<file path="config.mk">
export PLATFORM = sky130hd
export DESIGN_NAME = i2c_master_ctrl_fsm_flat
export DESIGN_NICKNAME = d
export VERILOG_FILES = /design/src/rtl/i2c_pkg.sv /design/src/rtl/i2c_master_ctrl_fsm_if.sv /design/src/rtl/i2c_scl_gen.sv /design/src/rtl/i2c_master_ctrl_fsm.sv /design/src/flat_wrapper.sv
export SDC_FILE = /design/constraint.sdc
export NUM_CORES = 1
export LEC_CHECK = 0
export CORE_AREA = 2 2 100 102
export CTS_CLUSTER_SIZE = 12
export DETAILED_ROUTE_END_ITERATION = 16
export DIE_AREA = 0 0 102 104
export PLACE_DENSITY = 0.71
export SLEW_MARGIN = 10
export SYNTH_ARGS = -nofsm -noshare
export SYNTH_HDL_FRONTEND = slang
export SYNTH_HIERARCHICAL = 1
export SYNTH_SLANG_ARGS = --single-unit
</file>
<file path="constraint.sdc">
create_clock -name i2c_core_clock_i -period 6.4 [get_ports i2c_core_clock_i]
set_clock_uncertainty 0.1 [all_clocks]
set_input_delay 0.96 -clock i2c_core_clock_i [delete_from_list [all_inputs] [get_ports i2c_core_clock_i]]
set_output_delay 0.96 -clock i2c_core_clock_i [all_outputs]
set_load 0.02 [all_outputs]
</file>
<file path="src/rtl/i2c_pkg.sv">
// Shared types and constants for the I2C master sequencing controller.
package i2c_pkg;

  // Bus-level sequencing states.
  typedef enum logic [3:0] {
    IDLE,
    START,
    WRITE_ADDR,
    READ_ADDR_ACK,
    WRITE_DATA,
    READ_DATA_ACK,
    READ_DATA,
    WRITE_ACK,
    STOP,
    REPEAT_START
  } i2c_state_e;

  localparam logic I2C_ACK  = 1'b0;
  localparam logic I2C_NACK = 1'b1;

  localparam int unsigned PRESCALE_MIN  = 2;
  localparam int unsigned BITS_PER_BYTE = 8;

  // One-hot phase strobes presented to the datapath.
  typedef struct packed {
    logic start;
    logic write_addr;
    logic write_data;
    logic read_data;
    logic write_ack;
    logic read_ack;
    logic stop;
    logic repeat_start;
  } i2c_phase_t;

  // Map a state onto its phase strobe; both slave-ACK states share read_ack.
  function automatic i2c_phase_t phase_decode(input i2c_state_e s);
    i2c_phase_t p;
    p = '0;
    case (s)
      START:         p.start        = 1'b1;
      WRITE_ADDR:    p.write_addr   = 1'b1;
      READ_ADDR_ACK: p.read_ack     = 1'b1;
      WRITE_DATA:    p.write_data   = 1'b1;
      READ_DATA_ACK: p.read_ack     = 1'b1;
      READ_DATA:     p.read_data    = 1'b1;
      WRITE_ACK:     p.write_ack    = 1'b1;
      STOP:          p.stop         = 1'b1;
      REPEAT_START:  p.repeat_start = 1'b1;
      default:       p = '0;
    endcase
    return p;
  endfunction

endpackage

</file>
<file path="src/rtl/i2c_master_ctrl_fsm_if.sv">
// Command, handshake and bus-phase signals of the I2C master controller.
// Optional macro I2C_CLK_STRETCH_EN adds the scl_i sense line.
interface i2c_master_ctrl_fsm_if #(
  parameter int unsigned CNT_W = 8
);
  logic             cmd_valid_i;
  logic             cmd_ready_o;
  logic [7:0]       addr_rw_i;
  logic [7:0]       num_bytes_i;
  logic             repeat_start_i;
  logic [CNT_W-1:0] prescaler_i;
  logic             sda_i;
`ifdef I2C_CLK_STRETCH_EN
  logic             scl_i;
`endif
  logic             tx_req_o;
  logic             rx_valid_o;
  logic             ack_bit_o;
  logic             start_cnt_o;
  logic             write_addr_cnt_o;
  logic             write_data_cnt_o;
  logic             read_data_cnt_o;
  logic             write_ack_cnt_o;
  logic             read_ack_cnt_o;
  logic             stop_cnt_o;
  logic             repeat_start_cnt_o;
  logic [CNT_W-1:0] counter_detect_edge_o;
  logic [7:0]       counter_state_done_time_repeat_start_o;
  logic             scl_o;
  logic             busy_o;
  logic             done_o;
  logic             nack_o;

  // Controller side.
  modport master (
`ifdef I2C_CLK_STRETCH_EN
    input  scl_i,
`endif
    input  cmd_valid_i, addr_rw_i, num_bytes_i, repeat_start_i, prescaler_i, sda_i,
    output cmd_ready_o, tx_req_o, rx_valid_o, ack_bit_o,
    output start_cnt_o, write_addr_cnt_o, write_data_cnt_o, read_data_cnt_o,
    output write_ack_cnt_o, read_ack_cnt_o, stop_cnt_o, repeat_start_cnt_o,
    output counter_detect_edge_o, counter_state_done_time_repeat_start_o,
    output scl_o, busy_o, done_o, nack_o
  );

  // Requester / datapath side.
  modport slave (
`ifdef I2C_CLK_STRETCH_EN
    output scl_i,
`endif
    output cmd_valid_i, addr_rw_i, num_bytes_i, repeat_start_i, prescaler_i, sda_i,
    input  cmd_ready_o, tx_req_o, rx_valid_o, ack_bit_o,
    input  start_cnt_o, write_addr_cnt_o, write_data_cnt_o, read_data_cnt_o,
    input  write_ack_cnt_o, read_ack_cnt_o, stop_cnt_o, repeat_start_cnt_o,
    input  counter_detect_edge_o, counter_state_done_time_repeat_start_o,
    input  scl_o, busy_o, done_o, nack_o
  );
endinterface

</file>
<file path="src/rtl/i2c_scl_gen.sv">
// SCL phase counter: counts 0..2P-1, drives SCL low for the first half.
// Optional macro I2C_CLK_STRETCH_EN holds the count while a slave stretches SCL.
module i2c_scl_gen #(
  parameter int unsigned CNT_W = 8
) (
  input  logic             clk_i,
  input  logic             rst_i,
  input  logic [CNT_W-1:0] period_i,
  input  logic             run_i,
  input  logic             clear_i,
  input  logic             force_high_i,
`ifdef I2C_CLK_STRETCH_EN
  input  logic             scl_i,
`endif
  output logic [CNT_W:0]   cnt_o,
  output logic             scl_o,
  output logic             step_c,
  output logic             wrap_c
);
  localparam int unsigned PW = CNT_W + 1;

  logic [PW-1:0] cnt_q, cnt_d;
  logic          scl_q, scl_d;
  logic [PW-1:0] period_w;
  logic [PW-1:0] last_w;
  logic          stall_c;

  assign period_w = PW'(period_i);
  assign last_w   = (period_w << 1) - PW'(1);

  // Stretch detect: SCL released high but the line is still held low.
`ifdef I2C_CLK_STRETCH_EN
  assign stall_c = scl_q && !scl_i && (cnt_q == period_w + PW'(1));
`else
  assign stall_c = 1'b0;
`endif

  assign step_c = run_i && !stall_c;
  assign wrap_c = step_c && (cnt_q == last_w);

  // Next count and next SCL level.
  always_comb begin
    cnt_d = cnt_q;
    if (clear_i) begin
      cnt_d = '0;
    end else if (step_c) begin
      cnt_d = wrap_c ? '0 : cnt_q + PW'(1);
    end
    scl_d = force_high_i || (cnt_d >= period_w);
  end

  // Counter and SCL registers.
  always_ff @(posedge clk_i) begin
    if (rst_i) begin
      cnt_q <= '0;
      scl_q <= 1'b1;
    end else begin
      cnt_q <= cnt_d;
      scl_q <= scl_d;
    end
  end

  assign cnt_o = cnt_q;
  assign scl_o = scl_q;

endmodule

</file>
<file path="src/rtl/i2c_master_ctrl_fsm.sv">
// I2C master sequencing controller: runs one command (address, data bytes,
// STOP or repeated start) and emits SCL plus one-hot phase strobes.
// Optional macro I2C_CLK_STRETCH_EN enables slave clock stretching via scl_i.
module i2c_master_ctrl_fsm
  import i2c_pkg::*;
#(
  parameter int unsigned CNT_W   = 8,
  parameter int unsigned RS_HOLD = 4
) (
  input logic                  i2c_core_clock_i,
  input logic                  reset_bit_i,
  i2c_master_ctrl_fsm_if.master bus
);
  localparam int unsigned PW     = CNT_W + 1;
  localparam int unsigned BYTE_W = 8;
  localparam int unsigned BIT_W  = 3;
  localparam int unsigned RS_W   = 8;

  i2c_state_e       state_q, state_d;
  logic             rw_q, rw_d;
  logic             rs_en_q, rs_en_d;
  logic [CNT_W-1:0] period_q, period_d;
  logic [BYTE_W-1:0] bytes_q, bytes_d;
  logic [BIT_W-1:0] bit_q, bit_d;
  logic [RS_W-1:0]  rs_cnt_q, rs_cnt_d;
  logic             nack_q, nack_d;
  logic             done_q, done_d;
  logic             tx_req_q, tx_req_d;
  logic             rx_valid_q, rx_valid_d;
  logic             ack_bit_q, ack_bit_d;
  logic             ready_q, ready_d;
  logic             busy_q, busy_d;
  i2c_phase_t       phase_q, phase_d;

  logic [PW-1:0]    cnt_w;
  logic [PW-1:0]    period_x;
  logic [CNT_W-1:0] period_clamp_c;
  logic             step_c, wrap_c, run_c, clear_c, force_high_c;
  logic             last_bit_c, last_byte_c, rs_high_c;
  i2c_state_e       end_state_c;

  assign period_x       = PW'(period_q);
  assign period_clamp_c = (bus.prescaler_i < CNT_W'(PRESCALE_MIN)) ?
                          CNT_W'(PRESCALE_MIN) : bus.prescaler_i;
  assign last_bit_c     = (bit_q == BIT_W'(BITS_PER_BYTE - 1));
  assign last_byte_c    = (bytes_q == BYTE_W'(1));
  assign end_state_c    = rs_en_q ? REPEAT_START : STOP;
  assign rs_high_c      = (state_q == REPEAT_START) && (cnt_w >= period_x);

  // Counter runs in every active phase; it freezes once the repeated-start high window begins.
  assign run_c        = (state_q != IDLE) && !rs_high_c;
  assign clear_c      = (state_d == IDLE);
  assign force_high_c = (state_d == IDLE) || (state_d == START);

  i2c_scl_gen #(
    .CNT_W (CNT_W)
  ) u_scl_gen (
    .clk_i        (i2c_core_clock_i),
    .rst_i        (reset_bit_i),
    .period_i     (period_q),
    .run_i        (run_c),
    .clear_i      (clear_c),
    .force_high_i (force_high_c),
`ifdef I2C_CLK_STRETCH_EN
    .scl_i        (bus.scl_i),
`endif
    .cnt_o        (cnt_w),
    .scl_o        (bus.scl_o),
    .step_c       (step_c),
    .wrap_c       (wrap_c)
  );

  // Next-state, transfer bookkeeping and registered-output precompute.
  always_comb begin
    state_d    = state_q;
    rw_d       = rw_q;
    rs_en_d    = rs_en_q;
    period_d   = period_q;
    bytes_d    = bytes_q;
    bit_d      = bit_q;
    rs_cnt_d   = rs_cnt_q;
    nack_d     = nack_q;
    done_d     = 1'b0;

    case (state_q)
      IDLE: begin
        if (bus.cmd_valid_i && ready_q) begin
          rw_d     = bus.addr_rw_i[0];
          rs_en_d  = bus.repeat_start_i;
          period_d = period_clamp_c;
          bytes_d  = (bus.num_bytes_i == '0) ? BYTE_W'(1) : bus.num_bytes_i;
          bit_d    = '0;
          nack_d   = 1'b0;
          state_d  = START;
        end
      end
      START: begin
        if (wrap_c) begin
          bit_d   = '0;
          state_d = WRITE_ADDR;
        end
      end
      WRITE_ADDR: begin
        if (wrap_c) begin
          bit_d = bit_q + BIT_W'(1);
          if (last_bit_c) state_d = READ_ADDR_ACK;
        end
      end
      READ_ADDR_ACK: begin
        if (wrap_c) begin
          if (bus.sda_i == I2C_NACK) begin
            nack_d  = 1'b1;
            state_d = STOP;
          end else begin
            state_d = rw_q ? READ_DATA : WRITE_DATA;
          end
        end
      end
      WRITE_DATA: begin
        if (wrap_c) begin
          bit_d = bit_q + BIT_W'(1);
          if (last_bit_c) state_d = READ_DATA_ACK;
        end
      end
      READ_DATA_ACK: begin
        if (wrap_c) begin
          bytes_d = bytes_q - BYTE_W'(1);
          if (bus.sda_i == I2C_NACK) begin
            nack_d  = 1'b1;
            state_d = STOP;
          end else begin
            state_d = last_byte_c ? end_state_c : WRITE_DATA;
          end
        end
      end
      READ_DATA: begin
        if (wrap_c) begin
          bit_d = bit_q + BIT_W'(1);
          if (last_bit_c) state_d = WRITE_ACK;
        end
      end
      WRITE_ACK: begin
        if (wrap_c) begin
          bytes_d = bytes_q - BYTE_W'(1);
          state_d = last_byte_c ? end_state_c : READ_DATA;
        end
      end
      STOP: begin
        if (wrap_c) begin
          done_d  = 1'b1;
          state_d = IDLE;
        end
      end
      REPEAT_START: begin
        if (cnt_w == period_x - PW'(1)) begin
          rs_cnt_d = RS_W'(RS_HOLD);
        end else if (rs_high_c) begin
          if (rs_cnt_q == '0) begin
            done_d  = 1'b1;
            state_d = IDLE;
          end else begin
            rs_cnt_d = rs_cnt_q - RS_W'(1);
          end
        end
      end
      default: state_d = IDLE;
    endcase

    tx_req_d   = (state_d == WRITE_DATA) && (state_q != WRITE_DATA);
    rx_valid_d = (state_q == READ_DATA) && last_bit_c && step_c &&
                 (cnt_w == (period_x << 1) - PW'(2));
    ack_bit_d  = ((state_d == WRITE_ACK) && (bytes_d != BYTE_W'(1))) ? I2C_ACK : I2C_NACK;
    ready_d    = (state_d == IDLE);
    busy_d     = (state_d != IDLE);
    phase_d    = phase_decode(state_d);
  end

  // State and registered outputs; reset aborts any transfer without a STOP.
  always_ff @(posedge i2c_core_clock_i) begin
    if (reset_bit_i) begin
      state_q    <= IDLE;
      rw_q       <= 1'b0;
      rs_en_q    <= 1'b0;
      period_q   <= CNT_W'(PRESCALE_MIN);
      bytes_q    <= '0;
      bit_q      <= '0;
      rs_cnt_q   <= '0;
      nack_q     <= 1'b0;
      done_q     <= 1'b0;
      tx_req_q   <= 1'b0;
      rx_valid_q <= 1'b0;
      ack_bit_q  <= I2C_NACK;
      ready_q    <= 1'b1;
      busy_q     <= 1'b0;
      phase_q    <= '0;
    end else begin
      state_q    <= state_d;
      rw_q       <= rw_d;
      rs_en_q    <= rs_en_d;
      period_q   <= period_d;
      bytes_q    <= bytes_d;
      bit_q      <= bit_d;
      rs_cnt_q   <= rs_cnt_d;
      nack_q     <= nack_d;
      done_q     <= done_d;
      tx_req_q   <= tx_req_d;
      rx_valid_q <= rx_valid_d;
      ack_bit_q  <= ack_bit_d;
      ready_q    <= ready_d;
      busy_q     <= busy_d;
      phase_q    <= phase_d;
    end
  end

  assign bus.cmd_ready_o                            = ready_q;
  assign bus.busy_o                                 = busy_q;
  assign bus.done_o                                 = done_q;
  assign bus.nack_o                                 = nack_q;
  assign bus.tx_req_o                               = tx_req_q;
  assign bus.rx_valid_o                             = rx_valid_q;
  assign bus.ack_bit_o                              = ack_bit_q;
  assign bus.start_cnt_o                            = phase_q.start;
  assign bus.write_addr_cnt_o                       = phase_q.write_addr;
  assign bus.write_data_cnt_o                       = phase_q.write_data;
  assign bus.read_data_cnt_o                        = phase_q.read_data;
  assign bus.write_ack_cnt_o                        = phase_q.write_ack;
  assign bus.read_ack_cnt_o                         = phase_q.read_ack;
  assign bus.stop_cnt_o                             = phase_q.stop;
  assign bus.repeat_start_cnt_o                     = phase_q.repeat_start;
  assign bus.counter_detect_edge_o                  = CNT_W'(cnt_w);
  assign bus.counter_state_done_time_repeat_start_o = rs_cnt_q;

endmodule

</file>
<file path="src/flat_wrapper.sv">
// flat-port wrapper written by rule: the top's interface ports become plain ports
module i2c_master_ctrl_fsm_flat import i2c_pkg::*;
#(
  parameter int unsigned CNT_W   = 8,
  parameter int unsigned RS_HOLD = 4
)
  (i2c_core_clock_i, reset_bit_i, bus_cmd_valid_i, bus_addr_rw_i, bus_num_bytes_i, bus_repeat_start_i, bus_prescaler_i, bus_sda_i, bus_cmd_ready_o, bus_tx_req_o, bus_rx_valid_o, bus_ack_bit_o, bus_start_cnt_o, bus_write_addr_cnt_o, bus_write_data_cnt_o, bus_read_data_cnt_o, bus_write_ack_cnt_o, bus_read_ack_cnt_o, bus_stop_cnt_o, bus_repeat_start_cnt_o, bus_counter_detect_edge_o, bus_counter_state_done_time_repeat_start_o, bus_scl_o, bus_busy_o, bus_done_o, bus_nack_o);
  i2c_master_ctrl_fsm_if #(.CNT_W(CNT_W)) bus_i ();
  input logic i2c_core_clock_i;
  input logic reset_bit_i;
  input wire logic [$bits(bus_i.cmd_valid_i)-1:0] bus_cmd_valid_i;
  input wire logic [$bits(bus_i.addr_rw_i)-1:0] bus_addr_rw_i;
  input wire logic [$bits(bus_i.num_bytes_i)-1:0] bus_num_bytes_i;
  input wire logic [$bits(bus_i.repeat_start_i)-1:0] bus_repeat_start_i;
  input wire logic [$bits(bus_i.prescaler_i)-1:0] bus_prescaler_i;
  input wire logic [$bits(bus_i.sda_i)-1:0] bus_sda_i;
  output wire logic [$bits(bus_i.cmd_ready_o)-1:0] bus_cmd_ready_o;
  output wire logic [$bits(bus_i.tx_req_o)-1:0] bus_tx_req_o;
  output wire logic [$bits(bus_i.rx_valid_o)-1:0] bus_rx_valid_o;
  output wire logic [$bits(bus_i.ack_bit_o)-1:0] bus_ack_bit_o;
  output wire logic [$bits(bus_i.start_cnt_o)-1:0] bus_start_cnt_o;
  output wire logic [$bits(bus_i.write_addr_cnt_o)-1:0] bus_write_addr_cnt_o;
  output wire logic [$bits(bus_i.write_data_cnt_o)-1:0] bus_write_data_cnt_o;
  output wire logic [$bits(bus_i.read_data_cnt_o)-1:0] bus_read_data_cnt_o;
  output wire logic [$bits(bus_i.write_ack_cnt_o)-1:0] bus_write_ack_cnt_o;
  output wire logic [$bits(bus_i.read_ack_cnt_o)-1:0] bus_read_ack_cnt_o;
  output wire logic [$bits(bus_i.stop_cnt_o)-1:0] bus_stop_cnt_o;
  output wire logic [$bits(bus_i.repeat_start_cnt_o)-1:0] bus_repeat_start_cnt_o;
  output wire logic [$bits(bus_i.counter_detect_edge_o)-1:0] bus_counter_detect_edge_o;
  output wire logic [$bits(bus_i.counter_state_done_time_repeat_start_o)-1:0] bus_counter_state_done_time_repeat_start_o;
  output wire logic [$bits(bus_i.scl_o)-1:0] bus_scl_o;
  output wire logic [$bits(bus_i.busy_o)-1:0] bus_busy_o;
  output wire logic [$bits(bus_i.done_o)-1:0] bus_done_o;
  output wire logic [$bits(bus_i.nack_o)-1:0] bus_nack_o;
  assign bus_i.cmd_valid_i = bus_cmd_valid_i;
  assign bus_i.addr_rw_i = bus_addr_rw_i;
  assign bus_i.num_bytes_i = bus_num_bytes_i;
  assign bus_i.repeat_start_i = bus_repeat_start_i;
  assign bus_i.prescaler_i = bus_prescaler_i;
  assign bus_i.sda_i = bus_sda_i;
  assign bus_cmd_ready_o = bus_i.cmd_ready_o;
  assign bus_tx_req_o = bus_i.tx_req_o;
  assign bus_rx_valid_o = bus_i.rx_valid_o;
  assign bus_ack_bit_o = bus_i.ack_bit_o;
  assign bus_start_cnt_o = bus_i.start_cnt_o;
  assign bus_write_addr_cnt_o = bus_i.write_addr_cnt_o;
  assign bus_write_data_cnt_o = bus_i.write_data_cnt_o;
  assign bus_read_data_cnt_o = bus_i.read_data_cnt_o;
  assign bus_write_ack_cnt_o = bus_i.write_ack_cnt_o;
  assign bus_read_ack_cnt_o = bus_i.read_ack_cnt_o;
  assign bus_stop_cnt_o = bus_i.stop_cnt_o;
  assign bus_repeat_start_cnt_o = bus_i.repeat_start_cnt_o;
  assign bus_counter_detect_edge_o = bus_i.counter_detect_edge_o;
  assign bus_counter_state_done_time_repeat_start_o = bus_i.counter_state_done_time_repeat_start_o;
  assign bus_scl_o = bus_i.scl_o;
  assign bus_busy_o = bus_i.busy_o;
  assign bus_done_o = bus_i.done_o;
  assign bus_nack_o = bus_i.nack_o;
  i2c_master_ctrl_fsm #(.CNT_W(CNT_W), .RS_HOLD(RS_HOLD)) u_core (.i2c_core_clock_i(i2c_core_clock_i), .reset_bit_i(reset_bit_i), .bus(bus_i));
endmodule
</file>
==> impl_results.md, run 1 <==
* Status: finished clean
* Hold Violations, Final at 0
* Hold/Removal Path Class: flip-flop to flip-flop
* Clock tree buffer depth at 2
* Rel. slew slack at 39.5%
* Post-Syn Area at 4160 um^2
* Final HPWL DP at ~8000 um
* PD cells at 186 nW/um^2
* Clock Latency Late Sink at 340 ps
* Clock sink count at between 50 and 60
* First-pass GRT wire length at 18100 um
* Sw Share at 30.0%
* Area contributors post-synth: dfxtp_1, ha_1, xnor2_1
* Share of cells above drive strength 1 at 13.3%
* Grt ovf at 0
* Post-synth top area cell: dfxtp_1
* Non-filler cells, final at 704
* Setup TNS at 0 ps
* Post-Place Cells at between 600 and 700
* Count of mapped cells out of synthesis at around 500
* Ys flop type: dfxtp_1
* GP Congestion at 0.896
* Commonest non-fill, non-tap cell in the layout: dfxtp_1
* Detail Route Antenna Nets at 0
* Die extent in y at approximately 100 um
* Sequential area share after synthesis at 27.9%
* CTS tree: done
* VDD IR-drop max at 0.0944 mV
* Static leakage at 1.88 nW
* Net count, final at a little over 600
* Placement Rows at 36
* Core area at 9550 um^2
* Post-CTS Setup Repair Bufs at 0
* Mux cell area share after synthesis at less than 1%
* Total track usage at 21.5%
* FMAX at around 0.17 GHz
* Post-synthesis register bit count at 58
* CP most frequent cell: nor2_1
* Ys Warns at 6
* Largest net degree at the start of global routing at between 40 and 50
* CTS Buf Count at 9
* Commonest non-fill, non-tap cells in the layout: dfxtp_1, clkdlybuf4s50_1, nor2_1, nand2_1, inv_1
* Top Ports at around 60
* Post-synthesis cell type count at 86
* Initial antenna violation count at 0
* Root Buffer: clkbuf_8
* Post-route minimum period at ~6000 ps
* TritonRoute pass-1 iters at 4
* Syn Area/Cell at just over 8 um^2
* H-tree depth at 3
* Max Slew Vio Count at 0
* RSZ-0062 raised after global routing: false
* Max-Cap Viols at 0
* Ant diodes at 0
* Xor and xnor area share after synthesis at 9.05%
* Crit end category: flip-flop
* Synthesis-to-finish area growth at 21.9%
* Fillers at between 900 and 1000
* Clock network fraction of design power at a little under two fifths
* Data arrival time of the worst path at 6090 ps
* Internal power at 661 uW
* Synth Area in Simple Gates at 29.7%
* CP Launch Type: flip-flop
* Worst EP required at about 6500 ps
* NetSw at 283 uW
* Max FO, Critical Path at 17
* Seq pwr share at 40.7%
* Final Setup Violations at 0
* Net Count, Synth at 560
* EDFF count, synth at 0
* CP Class: flip-flop to flip-flop
* Initial Util at 43.6%
* Area of the die at 10600 um^2
* Cts-stage hold buffer count at 0
* Starting DRC count in detailed routing at 193
* Fin crit share at 93.5%
* Die X at just over 100 um
* Via density at 5.60
* Number of global-route vias before repair at 3841
* Post-Synth Adder-Cell Area at under 10%
* Worst-margin pin slew at 885 ps
* Post-synth top area share at between 20 and 30%
* DRT Wirelength at 11200 um
* Asr flop ratio synth at 0%
* Gate power share at 21.8%
* Crit-path max cell delay at 580 ps
* Via count at 3944
* DR DRC count at 0
* CP max stage cell: a2111oi_2
* Largest family of logic cells by synthesized area: simple AND/OR/NAND/NOR gates
* Port buffer count at 53
* Clk slew on worst S/H paths at 70 ps
* Synth Area in Compound Gates at 18.3%
* Wire per inst at roughly 16 um
-- state kept, by name (all words and copies together) (netlist names), 3 cells and up --
| signal | cells |
|---|---|
| u_core/bit_q | 3 |
| u_core/u_scl_gen/cnt_o | 9 |
| u_core/bus.counter_state_done_time_repeat_start_o | 8 |
| u_core/bytes_q | 8 |
| u_core/state_q | 4 |
| u_core/period_q | 8 |
-- power by group through the flow --
| stage | Clock (mW) | Sequential [mW] | Combinational (mW) |
|---|---|---|---|
| final | 0.355 | 0.384 | 0.206 |
| after detailed placement | 0 | 0.392 | 0.201 |
| after global routing | 0.382 | 0.386 | 0.223 |
| after CTS | 0.363 | 0.384 | 0.203 |
| after global placement | 0 | 0.392 | 0.197 |
| after floorplan | 0 | 0.396 | 0.139 |
-- layout make-up --
type / count / area [um^2] / area share (%)
inverters: 30 / 113 / 2.22
flip-flops and latches: 58 / 1160 / 22.9
repair buffers: 78 / 718 / 14.1
multi-input cells: 389 / 2710 / 53.4
clock inverters: 4 / 50.0 / 0.986
clock buffers: 12 / 155 / 3.06
well taps: 133 / 166 / 3.28
-- final timing paths --
check	to	startpoint	depth (start not counted)	slack, ps
hold / removal	u_core/bit_q[2]$_SDFFE_PP0P_	u_core/bit_q[2]$_SDFFE_PP0P_	2	360
setup reg to reg	u_core/u_scl_gen/scl_o$_SDFF_PP1_	u_core/u_scl_gen/cnt_o[0]$_SDFF_PP0_	25	410
setup / recovery	u_core/u_scl_gen/scl_o$_SDFF_PP1_	u_core/u_scl_gen/cnt_o[0]$_SDFF_PP0_	25	410
hold reg to reg	u_core/bit_q[2]$_SDFFE_PP0P_	u_core/bit_q[2]$_SDFFE_PP0P_	2	360
-- cell families (layout without fill, tap and decap cells) --
kind of cell	after synthesis	count (layout)
AOI/OAI and AO/OA	99	99
xor gates and xnor gates	43	43
adders and majority gates	25	25
buffers and inverters	59	124
DFF	58	58
muxes	2	2
and+or+nand+nor	220	220
-- routing by layer --
| metal | routed length (um) | track usage [%] |
|---|---|---|
| met5 | 0 | 0 |
| met4 | 273 | 7.71 |
| met3 | 550 | 4.64 |
| met2 | 5380 | 34.6 |
| met1 | 5000 | 28.0 |
-- synthesized netlist by cell type (5+ instances only) --
master,instances
dfxtp_1,58
xnor2_1,29
nor2b_1,6
buf_2,10
nor4_1,9
o21ai_0,9
a21o_1,7
nand3_1,16
nor3_1,25
nor3b_1,6
nand2b_1,9
nor2_1,44
a21oi_1,28
ha_1,25
a31oi_1,5
nand4_1,9
inv_1,30
and3_1,6
nand2_1,43
clkbuf_1,10
xor2_1,14
-- per-stage QoR --
stage	worst slack (ps)	instance area [um^2]	util [%]	hold slack, ps	total power [mW]
finish	414	5080	53.2	361	0.945
global route	47.3	5080	53.2	400	0.991
CTS	372	5070	53.1	365	0.950
detailed placement	400	4870	51.0	356	0.594
global placement	489	4870	51.0	348	0.588
floorplan	322	4160	-	336	0.535
-- critical path: cells and delay by family, from the launching register on --
kind            cells  cell delay [ps]
flops               1              340
buf+inv             3              450
simple gates       10             1680
compound gates     10             2800
fa+ha+maj           2              470
-- timing repair --
action                                  4_1_cts  5_1_grt
resized for setup                             0        1
endpoints found under the setup margin        0        1
endpoints found under the hold margin         0        0
Note: power is estimated with default switching activity, not from simulation.
==> inputs of run 2 (changes only) <==
--- a/config.mk
+++ b/config.mk
@@ -9,7 +9,7 @@
 export CTS_CLUSTER_SIZE = 12
 export DETAILED_ROUTE_END_ITERATION = 16
 export DIE_AREA = 0 0 102 104
-export PLACE_DENSITY = 0.71
+export PLACE_DENSITY = 0.69
 export SLEW_MARGIN = 10
 export SYNTH_ARGS = -nofsm -noshare
 export SYNTH_HDL_FRONTEND = slang
==> run 2 against run 1 <==
Compared with the run above:
- sequential power is essentially flat
- register-to-register slack is essentially flat
- fmax is essentially flat
- cell count is 0.28% lower
- first-iteration DRC count rose by 9.3%
- combinational power grew 2%
- critical path depth is the same
- non-clock buffer count is 1 lower
- largest cell class unchanged
- highest routed layer unchanged
==> impl_results.md, run 2 (same netlist as run 1, synthesis figures left out) <==
* Worst-margin pin slew at 716 ps
* CTS tree: done
* GP Congestion at 0.858
* Cts-stage hold buffer count at 0
* Top Ports at 61
* CP Class: flip-flop to flip-flop
* Final Setup Violations at 0
* Net count, final at ~620
* Crit end category: flip-flop
* Clock Latency Late Sink at 350 ps
* Worst EP required at 6510 ps
* Hold/Removal Path Class: flip-flop to flip-flop
* Static leakage at 1.88 nW
* Ant diodes at 0
* Critical path buffer and inverter count at 3
* Commonest non-fill, non-tap cell in the layout: dfxtp_1
* Crit-path max cell delay at 530 ps
* H-tree depth at 3
* Post-CTS Setup Repair Bufs at 0
* Top Family by Delay on Critical Path: compound AO/OA/AOI/OAI gates
* Max FFs per register at 9
* Area of the die at approximately 11000 um^2
* Number of global-route vias before repair at 3803
* First-pass GRT wire length at 18700 um
* Hold Violations, Final at 0
* Total track usage at 22.0%
* Final HPWL DP at 8280 um
* CP most frequent cell: nor2_1
* RSZ-0062 raised after global routing: false
* Setup TNS at 0 ps
* Initial Util at 43.6%
* Max Slew Vio Count at 0
* Clock tree buffer depth at 2
* Commonest non-fill, non-tap cells in the layout: dfxtp_1, clkdlybuf4s50_1, nor2_1, nand2_1, inv_1
* Post-route minimum period at 5980 ps
* CP Launch Type: flip-flop
* DRT Wirelength at around 11000 um
* Hold path depth at 2
* TritonRoute pass-1 iters at 5
* Data arrival time of the worst path at 6090 ps
* Root Buffer: clkbuf_8
* Via density at 5.62
* Starting DRC count in detailed routing at 211
* Placement Rows at 36
* Port buffer count at 53
* VDD IR-drop max at just under 0.1 mV
* Share of cells above drive strength 1 at roughly 14%
* WP depth at 25
* PD cells at 184 nW/um^2
* Clk slew on worst S/H paths at 70 ps
* Hold_ws at 361 ps
* DR DRC count at 0
* Initial antenna violation count at 0
* Die X at 102 um
* Max FO, Critical Path at 17
* FMAX at 0.167 GHz
* R2r worst-path depth at 25
* Detail Route Antenna Nets at 0
* Core area at 9550 um^2
* Via count at ~3900
* Clock sink count at 58
* Fin crit share at 93.5%
* CTS Buf Count at 9
* Wire per inst at 16.1 um
* Cts repair resizes at 0
* Largest net degree at the start of global routing at 48
* Grt ovf at 0
* Synthesis-to-finish area growth at 21.7%
* CP max stage cell: a2111oi_2
* Max-Cap Viols at 0
* Status: finished clean
* Rel. slew slack at 51.6%
* Die extent in y at 104 um
run 2: cell count changes in the layout (fill, tap and decap cells not counted), sizes merged:
cell / previous run / this run
clkbuf: 12 / 10
buf: 25 / 24
clkinv: 1 / 2
run 2: final timing paths:
kind | startpoint | endpoint | slack, ps
max | u_core/period_q[3]$_SDFFE_PP0P_ | u_core/u_scl_gen/scl_o$_SDFF_PP1_ | 420
max reg2reg | u_core/period_q[3]$_SDFFE_PP0P_ | u_core/u_scl_gen/scl_o$_SDFF_PP1_ | 420
min reg2reg | u_core/bit_q[1]$_SDFFE_PP0P_ | u_core/bit_q[1]$_SDFFE_PP0P_ | 360
min | u_core/bit_q[1]$_SDFFE_PP0P_ | u_core/bit_q[1]$_SDFFE_PP0P_ | 360
run 2: stage by stage:
step                      cells  worst slack [ps]  instance area [um^2]  util [%]  power (mW)
after floorplan             506               322                  4160         -       0.535
after global placement      687               226                  4860      50.9       0.590
after detailed placement    687               283                  4860      50.9       0.596
after CTS                   702               205                  5050      52.9       0.940
after global routing        702              50.1                  5060      53.0       0.982
final                       702               417                  5060      53.0       0.933
run 2: cell type report:
type	count	area [um^2]
repair buffers	77	711
clock inverters	5	55.1
flip-flops and latches	58	1160
inverters	30	113
well taps	133	166
multi-input cells	389	2720
clock buffers	10	138
fillers	922	4480
run 2: worst reg2reg max path, stage by stage, from the launching register on:
cell	delay (ps)
dfxtp_1	330
inv_1	40
ha_1	280
o21ai_0	230
a21oi_1	120
a2111oi_2	530
nor2_1	90
o21ai_0	290
nand4_1	170
a211o_1	330
a211oi_4	270
buf_4	250
nand2_1	150
o2111ai_1	250
nor3b_2	100
nor3_2	360
nand3_2	180
nor2_1	230
or2_1	170
buf_4	160
nor2_1	60
ha_1	190
a21o_1	150
a21o_1	180
a2111oi_1	450
o221ai_2	180
run 2: layer usage:
layer	track usage (%)	up-vias	wire, um
met2	36.5	111	5570
met4	6.76	0	195
met3	4.64	20	525
met5	0	-	0
li1	-	1929	-
met1	28.4	1887	5030
run 2: where the power goes:
part	switching, mW	total [mW]	leakage [nW]	internal, mW
Clock	0.155	0.342	0.0941	0.187
Sequential	0.00813	0.381	0.472	0.373
Combinational	0.121	0.210	1.31	0.0890
==> RTL edit 1 (settings of run 2) <==
Change the localparam `BIT_W` from 3 to 2.
--- a/src/rtl/i2c_master_ctrl_fsm.sv
+++ b/src/rtl/i2c_master_ctrl_fsm.sv
@@ -14,5 +14,5 @@
   localparam int unsigned PW     = CNT_W + 1;
   localparam int unsigned BYTE_W = 8;
-  localparam int unsigned BIT_W  = 3;
+  localparam int unsigned BIT_W  = 2;
   localparam int unsigned RS_W   = 8;
 
Behaviour: same outputs for any inputs over 10 cycles, from zero or initial values and one cycle with reset_bit_i high; that may be too few to reach the edited logic, so the function may still have changed.
==> RTL edit 1 against run 2 <==
  * Core utilization fell by 2.3 points
  * Design area fell by 4.3%
  * Total power about the same
  * Combinational power is 8% lower
  * Synthesized cell count shrank 5.1%
  * Area after synthesis decreased by 6.6%
  * Via count shrank 3.7%
  * Wire length down 6.0%
  * Cell count shrank 3.3%
  * Highest routed layer unchanged
  * Global-route usage decreased by 1.2 points
  * Setup slack improved by 140 ps
  * Sequential cell count fell by 1
==> RTL edit 1: results (changes against run 2) <==
status=finished, final reports clean; largest net degree at the start of global routing=41 (-15%); CP max FO=10 (-7); Global Route Usage Sum=20.9% (-1.2 points); P_leak=1.83 nW (-2.3%); Synth Area in Compound Gates=16.8% (-1.5 points); Antenna Cells=0 (unchanged); crit path launch=u_core/period_q[4]; Final Wtd Congestion=0.860 (+0.27%); post-synthesis sequential area ratio=29.3% (+1.5 points); syn_nets=533 (-4.8%); synth cell count leaders=nor2_1 (59), dfxtp_1 (57), nand2_1 (33); min-delay src=u_core/rw_q; I/O Buffers=53 (unchanged); TritonCTS Buffers=9 (unchanged); adder-cell share of the synthesized area=7.72% (+0.21 points); ranking of synthesized cells by area=dfxtp_1 (29%), ha_1 (7.7%), nor2_1 (5.7%); clock latency on the worst-skew pair=340 ps; number of cell rows=36 (unchanged); peak supply drop=111 uV (+13%); DP HPWL=7.68 mm (-7.3%); ys async rst share=0% (unchanged); Post CTS Setup Buffer Count=0 (unchanged); Slew @ Worst Pin=872 ps (+156 ps); Synth Area in XOR/XNOR=9.59% (+0.54 points); mux cell area share after synthesis=0.515% (+0.0038 points); DR vias=3801 (-3.7%); first-pass GRT wire length=17.7 mm (-5.1%); Synth cell types=71 (-17%); Avg WL per Cell=15.7 um (-2.8%); # nets final=594 (-4.0%); proportion of layout cells with a drive suffix above 1=10.6% (-3.1 points); initial drt markers=186 (-12%); max reg flops=9 (unchanged); Resized Gates After CTS=0 (unchanged); H-tree depth=3 (unchanged); Yosys warnings=6 (unchanged); data arrival time of the worst path=5950 ps (-140 ps); First-pass DRT Iterations=5 (unchanged)
## RTL edit 1: cell count changes after synthesis, sizes merged, moves of 5 or more
cell,delta
a21oi,-7
nor3,-11
nand2,-11
o211ai,+5
buf,-10
inv,-5
nor2,+13
nor4,+7
clkbuf,+12
nand4,+6
## RTL edit 1: worst max-delay path, stage by stage (launching register included)
cell	delay, ps
dfxtp_1	340
inv_1	90
ha_1	320
a211o_1	290
o211ai_1	80
o311a_1	430
nor3_1	90
o21ai_0	230
nand4_1	140
a211o_1	330
a211oi_4	450
nand2_1	190
nor4b_1	490
a221oi_1	170
nand3_1	210
nor2_1	80
or2_1	340
nor2_1	140
ha_1	240
a21o_1	180
a21o_1	160
a2111oi_0	470
o221ai_2	160
## RTL edit 1: area by class of cell
type,instances,area (um^2)
clock buffers,10,138
repair buffers,81,741
well taps,133,166
inverters,25,93.8
fillers,933,4700
clock inverters,6,72.6
multi-input cells,367,2490
flip-flops and latches,57,1140
## RTL edit 1: where the power goes
group	switching, mW	internal, mW	total [mW]
registers	0.0115	0.366	0.378
clock network	0.167	0.195	0.362
logic	0.107	0.0854	0.193
total	0.286	0.647	0.933
## RTL edit 1: kinds of logic (layout without fill, tap and decap cells)
logic type	Yosys count	in the layout
mux	2	2
simple gates	213	213
buf+inv	56	122
flops	57	57
fa+ha+maj	24	24
xor+xnor	41	41
compound gates	87	87
## RTL edit 1: through the flow
stage / area, um^2 / utilization (%) / power [mW] / setup slack [ps] / cells
4_1_cts: 4850 / 50.7 / 0.936 / 568 / 679
5_1_grt: 4850 / 50.7 / 0.980 / 31.3 / 679
3_3_place_gp: 4640 / 48.5 / 0.571 / 698 / 663
6_report: 4850 / 50.7 / 0.933 / 557 / 679
3_5_place_dp: 4640 / 48.5 / 0.575 / 525 / 663
2_1_floorplan: 3890 / - / 0.516 / 231 / 480
## RTL edit 1: worst paths after layout
check / to / slack, ps / cells after the start
setup / recovery: u_core/u_scl_gen/scl_o / 560 / 22
hold / removal: u_core/rw_q / 370 / 2
setup reg to reg: u_core/u_scl_gen/scl_o / 560 / 22
hold reg to reg: u_core/rw_q / 370 / 2
## RTL edit 1: layer usage
metal	part of all wire [%]	vias up	routed length, um	track usage (%)
met5	0	-	0	0
met3	7.4	15	792	5.24
li1	-	1857	-	-
met1	42	1783	4450	25.2
met2	49	146	5230	35.6
met4	1.5	0	164	7.05
==> RTL edit 2 (config.mk and constraints of run 2) <==
Made on the original files. `bytes_q` no longer has a reset.
--- a/src/rtl/i2c_master_ctrl_fsm.sv
+++ b/src/rtl/i2c_master_ctrl_fsm.sv
@@ -183,5 +183,4 @@
       rs_en_q    <= 1'b0;
       period_q   <= CNT_W'(PRESCALE_MIN);
-      bytes_q    <= '0;
       bit_q      <= '0;
       rs_cnt_q   <= '0;
@@ -199,5 +198,4 @@
       rs_en_q    <= rs_en_d;
       period_q   <= period_d;
-      bytes_q    <= bytes_d;
       bit_q      <= bit_d;
       rs_cnt_q   <= rs_cnt_d;
@@ -211,4 +209,8 @@
       phase_q    <= phase_d;
     end
+  end
+
+  always_ff @(posedge i2c_core_clock_i) begin
+    bytes_q <= bytes_d;
   end
 
Behaviour: same outputs for any inputs over 10 cycles, from zero or initial values and one cycle with reset_bit_i high; that may be too few to reach the edited logic, so the function may still have changed.
==> RTL edit 2 against run 2 <==
  * Core utilization fell by 0.71 points
  * Area after synthesis fell by 3.6%
  * Synthesized cell count fell by 3.0%
  * Count of clock-buffer cells in the layout fell by 1
  * Design area fell by 1.3%
  * Setup slack improved by 28 ps
  * Clock power rose by 21%
  * Sequential cell count did not move
  * Wire length fell by 0.90%
  * Worst hold slack improved by 2.2 ps
  * Total power rose by 7.8%
  * Highest routed layer unchanged
==> RTL edit 2: results (changes against run 2) <==
data arrival time of the worst path=6060 ps (-30 ps); Hold Slack=363 ps (+2.23 ps); CTS Buffer Depth=2 (unchanged); met3 track demand over resource=4.77% (+0.13 points); first-pass GRT wire length=18.8 mm (+0.85%); # nets final=609 (-1.6%); Hold Path End=u_core/bit_q[1]; cell depth of the worst min-delay path=2 (unchanged); FF-to-FF End=u_core/u_scl_gen/scl_o; proportion of layout cells with a drive suffix above 1=11.8% (-1.9 points); initial antenna violation count=0 (unchanged); clock latency on the worst-skew pair=350 ps (about the same); peak supply drop=149 uV (+52%); ys async rst share=0% (unchanged); First-pass DRT Iterations=5 (unchanged); syn_nets=545 (-2.7%); Setup WS pre-CTS=309 ps (+25.7 ps); Fillers=925 (+0.33%); Antenna Cells=0 (unchanged); WS Path Type=reg -> reg; TritonCTS Buffers=9 (unchanged); Worst Reg-to-Reg Cells=24 (-4.0%); DP HPWL=8.12 mm (-2.0%); Synth Area in XOR/XNOR=8.30% (-0.75 points); Slew @ Worst Pin=1190 ps (+479 ps); ranking of synthesized cells by area=dfxtp_1 (29%), ha_1 (7.8%), xnor2_1 (4.6%); final WL=11.2 mm (-0.90%); Yosys warnings=6 (unchanged); met1 Use GR=27.0% (-1.4 points); Global Route Usage Sum=22.1% (+0.040 points); Reg2Reg Launch Point=u_core/period_q[5]; min-delay src=u_core/bit_q[1]; Clk pin slew, worst setup/hold paths=70 ps (about the same); synth cell count leaders=dfxtp_1 (58), nand2_1 (47), nor2_1 (45); largest net degree at the start of global routing=35 (-27%); CP max FO=6 (-11); slowest stage delay, CP=500 ps (-30 ps); antenna viol nets, final=0 (unchanged); Post CTS Setup Buffer Count=0 (unchanged); adder-cell share of the synthesized area=7.80% (+0.28 points); CP max stage cell=or3b_2; Synth cell types=74 (-14%); CTS root buffer=clkbuf_8; initial drt markers=233 (+10%); Final Wtd Congestion=0.861 (+0.35%); H-tree depth=3 (unchanged); hold crit path type=reg -> reg; max reg flops=9 (unchanged); Synth Area in Compound Gates=19.8% (+1.5 points); I/O Buffers=53 (unchanged); DR vias=3950 (+0.076%); GR Util met2=36.8% (+0.33 points); FF-to-FF setup slack=450 ps (+30 ps); status=finished, final reports clean; mux cell area share after synthesis=0.530% (+0.019 points); P_leak=1.90 nW (+1.5%); post-synthesis sequential area ratio=28.9% (+1.1 points); Top FF cell, synth=dfxtp_1
-- RTL edit 2: cell families (layout without fill, tap and decap cells) --
kind of cell | after synthesis | count (layout)
muxes | 2 | 2
DFF | 58 | 58
xor gates and xnor gates | 38 | 38
buffers and inverters | 54 | 123
adders and majority gates | 25 | 25
AOI/OAI and AO/OA | 109 | 109
and+or+nand+nor | 205 | 205
-- RTL edit 2: critical path: cells and delay by family (launching register included) --
family	cells	cell delay, ps
simple gates	9	1960
buf+inv	1	60
fa+ha+maj	2	570
flops	1	340
compound gates	12	2760
-- RTL edit 2: cell type report --
class | instances | area [um^2] | area share [%]
multi-input combinational | 379 | 2590 | 51.9
clock inverter | 7 | 116 | 2.33
inverter | 27 | 101 | 2.03
timing repair buffer | 80 | 733 | 14.7
tap | 133 | 166 | 3.33
clock buffer | 9 | 124 | 2.48
sequential | 58 | 1160 | 23.2
-- RTL edit 2: stage by stage --
| stage | cell area [um^2] | cells | power, mW | util, % |
|---|---|---|---|---|
| 2_1_floorplan | 4010 | 491 | 0.537 | - |
| 3_3_place_gp | 4750 | 677 | 0.589 | 49.7 |
| 3_5_place_dp | 4750 | 677 | 0.596 | 49.7 |
| 4_1_cts | 4990 | 693 | 1.01 | 52.2 |
| 5_1_grt | 5000 | 693 | 1.05 | 52.3 |
| 6_report | 5000 | 693 | 1.01 | 52.3 |
-- RTL edit 2: where the power goes --
group,internal [mW],leakage [nW],switching [mW]
registers,0.379,0.473,0.0160
logic,0.0827,1.31,0.114
clock network,0.258,0.120,0.155
total,0.721,1.90,0.285
-- RTL edit 2: timing repair --
item                       4_1_cts  5_1_grt
gates resized for setup          0        4
hold endpoints to repair         0        0
hold buffers                     0        0
setup endpoints to repair        0        1
-- RTL edit 2: how the worst max path moves through the flow --
| stage | endpoint | slack, ps | cells past startpoint |
|---|---|---|---|
| 2_1_floorplan | u_core/u_scl_gen/scl_o | 80 | 27 |
| 3_3_place_gp | u_core/u_scl_gen/scl_o | 460 | 24 |
| 3_5_place_dp | u_core/u_scl_gen/scl_o | 310 | 24 |
| 4_1_cts | u_core/u_scl_gen/scl_o | 230 | 24 |
| 5_1_grt | u_core/u_scl_gen/scl_o | 3 | 24 |
| 6_report | u_core/u_scl_gen/scl_o | 450 | 24 |
-- RTL edit 2: per-layer routing --
layer / share of wire, % / vias to the layer above
met3: 6.1 / 26
met1: 41 / 1854
li1: - / 1912
met2: 50 / 158
met5: 0 / -
met4: 2.6 / 0
